<file path="src/rtl/mealy_ctrl_pkg.sv">
// mealy_ctrl_pkg: shared types and default widths for the Mealy step controller
package mealy_ctrl_pkg;
  localparam int DEPTH_DEF = 16;
  localparam int SW_W_DEF = 2;
  localparam int ST_W_DEF = 3;
  typedef enum logic [2:0] {IDLE, INIT, APPLY, WAIT_BTN, STEP, CHECK, DONE} ctrl_state_t;
  typedef struct packed {
    logic [SW_W_DEF-1:0] sw;
    logic [ST_W_DEF-1:0] state;
    logic                out;
  } prog_entry_t;
endpackage

</file>
<file path="src/rtl/mealy_prog_mem.sv">
// mealy_prog_mem: program entry register file, sync write, two async read ports
module mealy_prog_mem import mealy_ctrl_pkg::*; #(
  parameter int DEPTH = DEPTH_DEF,
  parameter int AW = $clog2(DEPTH)
) (
  input  logic          clk,
  input  logic          we,
  input  logic [AW-1:0] wr_addr,
  input  prog_entry_t   wr_data,
  input  logic [AW-1:0] rd_addr,
  output prog_entry_t   rd_data,
  input  logic [AW-1:0] sw_addr,
  output prog_entry_t   sw_data
);
  prog_entry_t mem [DEPTH];
  always_ff @(posedge clk)
    if (we) mem[wr_addr] <= wr_data;
  assign rd_data = mem[rd_addr];
  assign sw_data = mem[sw_addr];
endmodule

</file>
<file path="src/rtl/mealy_step_ctrl.sv">
// mealy_step_ctrl: steps a Mealy machine through a programmed list and checks each result
module mealy_step_ctrl import mealy_ctrl_pkg::*; #(
  parameter int DEPTH = DEPTH_DEF,
  parameter int SW_W = SW_W_DEF,
  parameter int ST_W = ST_W_DEF,
  parameter int AW = $clog2(DEPTH)
) (
  input  logic            clk,
  input  logic            reset,
  input  logic            prog_we,
  input  logic [AW-1:0]   prog_addr,
  input  logic [SW_W-1:0] prog_sw,
  input  logic [ST_W-1:0] prog_state,
  input  logic            prog_out,
  input  logic [ST_W-1:0] init_state,
  input  logic [AW:0]     len,
  input  logic            start,
  input  logic            single,
  input  logic            step_btn,
  output logic [SW_W-1:0] fsm_sw,
  output logic            fsm_ctrl,
  output logic            fsm_reset,
  output logic [ST_W-1:0] fsm_state_init,
  input  logic [ST_W-1:0] fsm_state,
  input  logic            fsm_out,
  output logic            busy,
  output logic            done,
  output logic            pass,
  output logic [AW:0]     err_cnt,
  output logic [AW-1:0]   err_idx,
  output logic [AW-1:0]   cur_idx
);
  ctrl_state_t state_q, state_d;
  logic [AW:0] len_q, err_d;
  logic [AW-1:0] idx_d, eidx_d;
  logic [SW_W-1:0] sw_d;
  logic single_q, btn_q, idle, mismatch, last;
  prog_entry_t wr_ent, chk_ent, sw_ent;
  assign wr_ent = '{sw: prog_sw, state: prog_state, out: prog_out};
  mealy_prog_mem #(.DEPTH(DEPTH), .AW(AW)) u_mem (
    .clk(clk), .we(prog_we && !busy), .wr_addr(prog_addr), .wr_data(wr_ent),
    .rd_addr(cur_idx), .rd_data(chk_ent), .sw_addr(idx_d), .sw_data(sw_ent)
  );
  assign idle = state_q == IDLE || state_q == DONE;
  assign mismatch = {fsm_state, fsm_out} != {chk_ent.state, chk_ent.out};
  assign last = ({1'b0, cur_idx} + (AW+1)'(1)) == len_q;
  // fsm_sw is loaded from the entry the next state will apply, so it is valid from APPLY on
  always_comb begin
    state_d = state_q;
    idx_d = cur_idx;
    err_d = err_cnt;
    eidx_d = err_idx;
    sw_d = fsm_sw;
    case (state_q)
      IDLE, DONE: if (start) begin
        state_d = INIT;
        idx_d = '0;
        err_d = '0;
        eidx_d = '0;
      end
      INIT: begin
        state_d = len_q == '0 ? DONE : APPLY;
        sw_d = len_q == '0 ? fsm_sw : sw_ent.sw;
      end
      APPLY: state_d = single_q ? WAIT_BTN : STEP;
      WAIT_BTN: state_d = step_btn && !btn_q ? STEP : WAIT_BTN;
      STEP: state_d = CHECK;
      CHECK: begin
        err_d = err_cnt + (AW+1)'(mismatch);
        eidx_d = mismatch && err_cnt == '0 ? cur_idx : err_idx;
        state_d = last ? DONE : APPLY;
        idx_d = last ? cur_idx : cur_idx + AW'(1);
        sw_d = last ? fsm_sw : sw_ent.sw;
      end
      default: state_d = IDLE;
    endcase
  end
  always_ff @(posedge clk) begin
    btn_q <= step_btn;
    if (reset) begin
      state_q <= IDLE;
      cur_idx <= '0;
      err_cnt <= '0;
      err_idx <= '0;
      fsm_sw <= '0;
      fsm_reset <= 1'b0;
      fsm_ctrl <= 1'b0;
      fsm_state_init <= '0;
      busy <= 1'b0;
      done <= 1'b0;
      pass <= 1'b0;
      len_q <= '0;
      single_q <= 1'b0;
    end else begin
      state_q <= state_d;
      cur_idx <= idx_d;
      err_cnt <= err_d;
      err_idx <= eidx_d;
      fsm_sw <= sw_d;
      fsm_reset <= state_d == INIT;
      fsm_ctrl <= state_d == STEP;
      busy <= !(state_d == IDLE || state_d == DONE);
      done <= state_d == DONE;
      pass <= state_d == DONE && err_d == '0;
      if (idle && start) begin
        fsm_state_init <= init_state;
        len_q <= len;
        single_q <= single;
      end
    end
  end
endmodule

</file>
<file path="config.mk">
export PLATFORM = sky130hd
export DESIGN_NAME = mealy_step_ctrl
export DESIGN_NICKNAME = d
export VERILOG_FILES = /design/src/rtl/mealy_ctrl_pkg.sv /design/src/rtl/mealy_prog_mem.sv /design/src/rtl/mealy_step_ctrl.sv
export SDC_FILE = /design/constraint.sdc
export NUM_CORES = 1
export LEC_CHECK = 0
export BUFFER_PORTS_ARGS = -buffer_cell sky130_fd_sc_hd__buf_4
export CAP_MARGIN = 25
export CORE_MARGIN = 3
export CORE_UTILIZATION = 53
export CTS_CLUSTER_SIZE = 14
export DETAILED_ROUTE_END_ITERATION = 10
export PLACE_DENSITY = 0.75
export SLEW_MARGIN = 30
export SYNTH_ARGS = -nofsm -noshare
export SYNTH_HDL_FRONTEND = slang
export SYNTH_SLANG_ARGS = --single-unit
</file>
<file path="constraint.sdc">
create_clock -name clk -period 3.3 [get_ports clk]
set_input_delay 0.165 -clock clk [delete_from_list [all_inputs] [get_ports clk]]
set_output_delay 0.165 -clock clk [all_outputs]
set_load 0.01 [all_outputs]
</file>
==> metrics.md <==
| Metric | Value |
|---|---|
| Critical path data required time | `3.72 ns` |
| Fin crit share | `0.9453` |
| CTS Buf Count | `17` |
| CTS H-tree lvls | `4` |
| GRT Util Overall | `0.2342` |
| Post-CTS Setup Bufs | `0` |
| Highest ir drop seen on vdd | `0.4239 mV` |
| Cells after synthesis | `417` |
| CTS tree | `built` |
| Max clock buf depth | `2` |
| DP Wirelength | `8523 um` |
| Post-Syn Area | `5542 um^2` |
| Reg-to-reg endpoint | `fsm_sw[0]` |
| Reg2reg path depth | `10` |
| Power density over the cells | `664.7 nW/um^2` |
| Vias in the first global route | `3829` |
| ANT cells | `0` |
| First-pass GRT wire length | `20180 um` |
| Core area | `9955 um^2` |
| Hold path depth | `2` |
| Pins Over Slew Limit | `0` |
| Critical Path Sink Type | `flip-flop` |
| Synthesized area per cell | `13.29 um^2` |
| Wirelength, routed | `12960 um` |
| CTS sink cnt | `129` |
| DR DRC count | `0` |
| HP Class | `input pin to flip-flop` |
| Outcome | `complete, no violations` |
| Hold Crit Start | `prog_addr[0]` |
| Unique masters post-synth | `60` |
| Post-Syn Nets | `448` |
| Critical path launch point type | `flip-flop` |
| Critical R2R Launch | `cur_idx[1]` |
| Ports | `51` |
| Crit-path slowest cell | `a2111oi_0` |
| RSZ-0062 raised after global routing | `no` |
| Finish-stage setup viols | `0` |
| Area delta synth->final | `24.75%` |
| Largest net degree at the start of global routing | `29` |
| Asr flop ratio synth | `0` |
| Crit path top cell by count | `buf_4` |
| Max Fclk | `320.6 MHz` |
| Remaining global-route overflow | `0` |
| Drt wl/cell | `20.16 um` |
| Chip width | `108.3 um` |
| Fill cells | `666` |
| First-pass DRT Iterations | `6` |
| Initial Utilization | `0.5567` |
| Tmin final | `3.119 ns` |
| Clock root buffer master | `clkbuf_8` |
| Slew @ Worst Pin | `0.8751 ns` |
| Clock slew at reported path FFs | `0.06 ns` |
| Setup TNS | `0 ns` |
| Layout Nets | `528` |
| Critical path class | `flip-flop to flip-flop` |
| #FFs+latches synth | `129` |
| Total number of vias | `3828` |
| Ys Warns | `0` |
| Worst Hold Path EP | `u_mem.mem[12][4]` |
| Clock latency on the worst-skew pair | `0.51 ns` |
| Final hold violations | `0` |
| Post-synth EDFFs | `96` |
| LEAKAGE | `2.424 nW` |
| Worst endpoint data arrival time | `3.54 ns` |
| Clock skew | `0.008410 ns` |
| Seq/Total Area, Yosys | `0.6394` |
| Crit-path cells | `buf_4 -> nand3_1 -> xnor2_1 -> o211ai_1 -> buf_4 -> a311oi_4 -> o21ai_1 -> a2111oi_0 -> nor4_1 -> a41oi_1` |
| Drt via density | `5.953` |
| Port bufs | `50` |
| First-iteration detailed-routing DRC count | `310` |
| Main synth FF type | `edfxtp_1` |
| ANT nets after route | `0` |
| Maximum capacitance violations | `0` |
| Routability cong. | `0.8506` |
| Setup slack, reg-to-reg | `0.18 ns` |
| Pre-CTS WS | `0.1420 ns` |
| Die ar. | `11720 um^2` |
| Launch point of the critical path | `cur_idx[1]` |
| Layout cells sized above 1 | `0.2569` |
| Die Ht | `108.3 um` |
| Crit path buffers/inverters | `2` |
| Initial antenna violation count | `1` |
| Crit path largest cell delay | `0.56 ns` |
| Row count | `36` |
| Slew HR | `0.4145` |
| Worst path top cell family by delay | `compound AO/OA/AOI/OAI gates` |
| Worst setup margin | `0.1805 ns` |
| Critical path depth in cells | `10` |
| Worst-path fanout max | `22` |
-- cell usage after synthesis (11+ instances only) --
| master | n | area share |
|---|---|---|
| nand3_1 | 18 | 0.016 |
| o21ai_0 | 17 | 0.015 |
| clkbuf_1 | 11 | 0.0075 |
| a21oi_1 | 25 | 0.023 |
| nand2_1 | 29 | 0.020 |
| xnor2_1 | 11 | 0.017 |
| edfxtp_1 | 96 | 0.52 |
| nor3_1 | 11 | 0.0099 |
| dfxtp_1 | 33 | 0.12 |
| nor2_1 | 46 | 0.031 |
| mux4_2 | 20 | 0.081 |
-- layer usage --
| metal | track usage | wire length (um) | vias to the layer above |
|---|---|---|---|
| li1 | - | - | 1778 |
| met1 | 0.2945 | 5077 | 1816 |
| met2 | 0.3930 | 6567 | 197 |
| met3 | 0.05612 | 969 | 37 |
| met4 | 0.09468 | 349 | 0 |
| met5 | 0 | 0 | - |
-- metrics by stage --
step           area, um^2  instances  total power [mW]  hold slack, ns  utilization
3_5_place_dp         6092        593             2.722          0.2793       0.6120
6_report             6913        643             4.595         0.04400       0.6944
3_3_place_gp         6092        593             2.695          0.2763       0.6120
4_1_cts              6859        642             4.590         0.01672       0.6890
5_1_grt              6913        643             4.791         0.03252       0.6944
2_1_floorplan        5542        417             2.448          0.1927            -
-- cell usage in the layout, fill, tap and decap left out, drive strengths merged, types with 17 or more instances in the layout --
cell type / instances
dlygate4sd3: 17
buf: 65
nor2: 46
dfxtp: 33
nand2: 30
nand3: 18
mux4: 20
edfxtp: 96
a21oi: 25
clkbuf: 18
o21ai: 20
-- cell type report --
type / count / area, um^2 / share of cell area
flip-flops and latches: 129 / 3547 / 0.5131
multi-input cells: 260 / 1884 / 0.2726
repair buffers: 83 / 695.7 / 0.1006
clock buffers: 17 / 414.1 / 0.05991
clock inverters: 15 / 182.7 / 0.02643
well taps: 133 / 166.4 / 0.02407
inverters: 6 / 22.52 / 0.003258
-- worst max-delay path by stage --
stage / end / slack [ns]
after floorplan: pass / 0.06
after global placement: pass / 0.19
after detailed placement: fsm_sw[0] / 0.14
after CTS: pass / 0.06
after global routing: fsm_sw[0] / 0.02
final: fsm_sw[0] / 0.18
-- registers in the layout, summed over array words and instances, names as in the netlist --
name and flops:
cur_idx 4, len_q 5, u_mem.mem 96, btn_q 1, fsm_state_init 3, err_idx 4, single_q 1, fsm_sw 2
busy 1, err_cnt 5, fsm_ctrl 1, done 1, fsm_reset 1, state_q 3, pass 1
-- cell families after synthesis --
kind of cell,count (synthesis),share of synthesized area
AND/OR/NAND/NOR,135,0.1176
multiplexers,24,0.08896
flip-flops,129,0.6394
XOR/XNOR,12,0.01897
buffers and inverters,28,0.02506
AO/OA/AOI/OAI,86,0.1032
adder cells (fa/ha/maj),3,0.006774
-- power breakdown --
group | switching, mW | internal [mW]
Sequential | 0.0933 | 1.85
Clock | 0.700 | 1.16
Combinational | 0.447 | 0.351
-- worst register-to-register path, stage by stage, from the launching register on --
cell	delay [ns]
dfxtp_1	0.34
buf_4	0.31
nand3_1	0.24
xnor2_1	0.30
o211ai_1	0.22
buf_4	0.23
a311oi_4	0.38
o21ai_1	0.11
a2111oi_0	0.56
nor4_1	0.11
a41oi_1	0.23
-- timing repair --
item,4_1_cts,5_1_grt
endpoints found under the setup margin,0,3
resized for setup,0,7
endpoints found under the hold margin,108,0
hold buffers,17,0
Note: power is estimated with default switching activity, not from simulation.
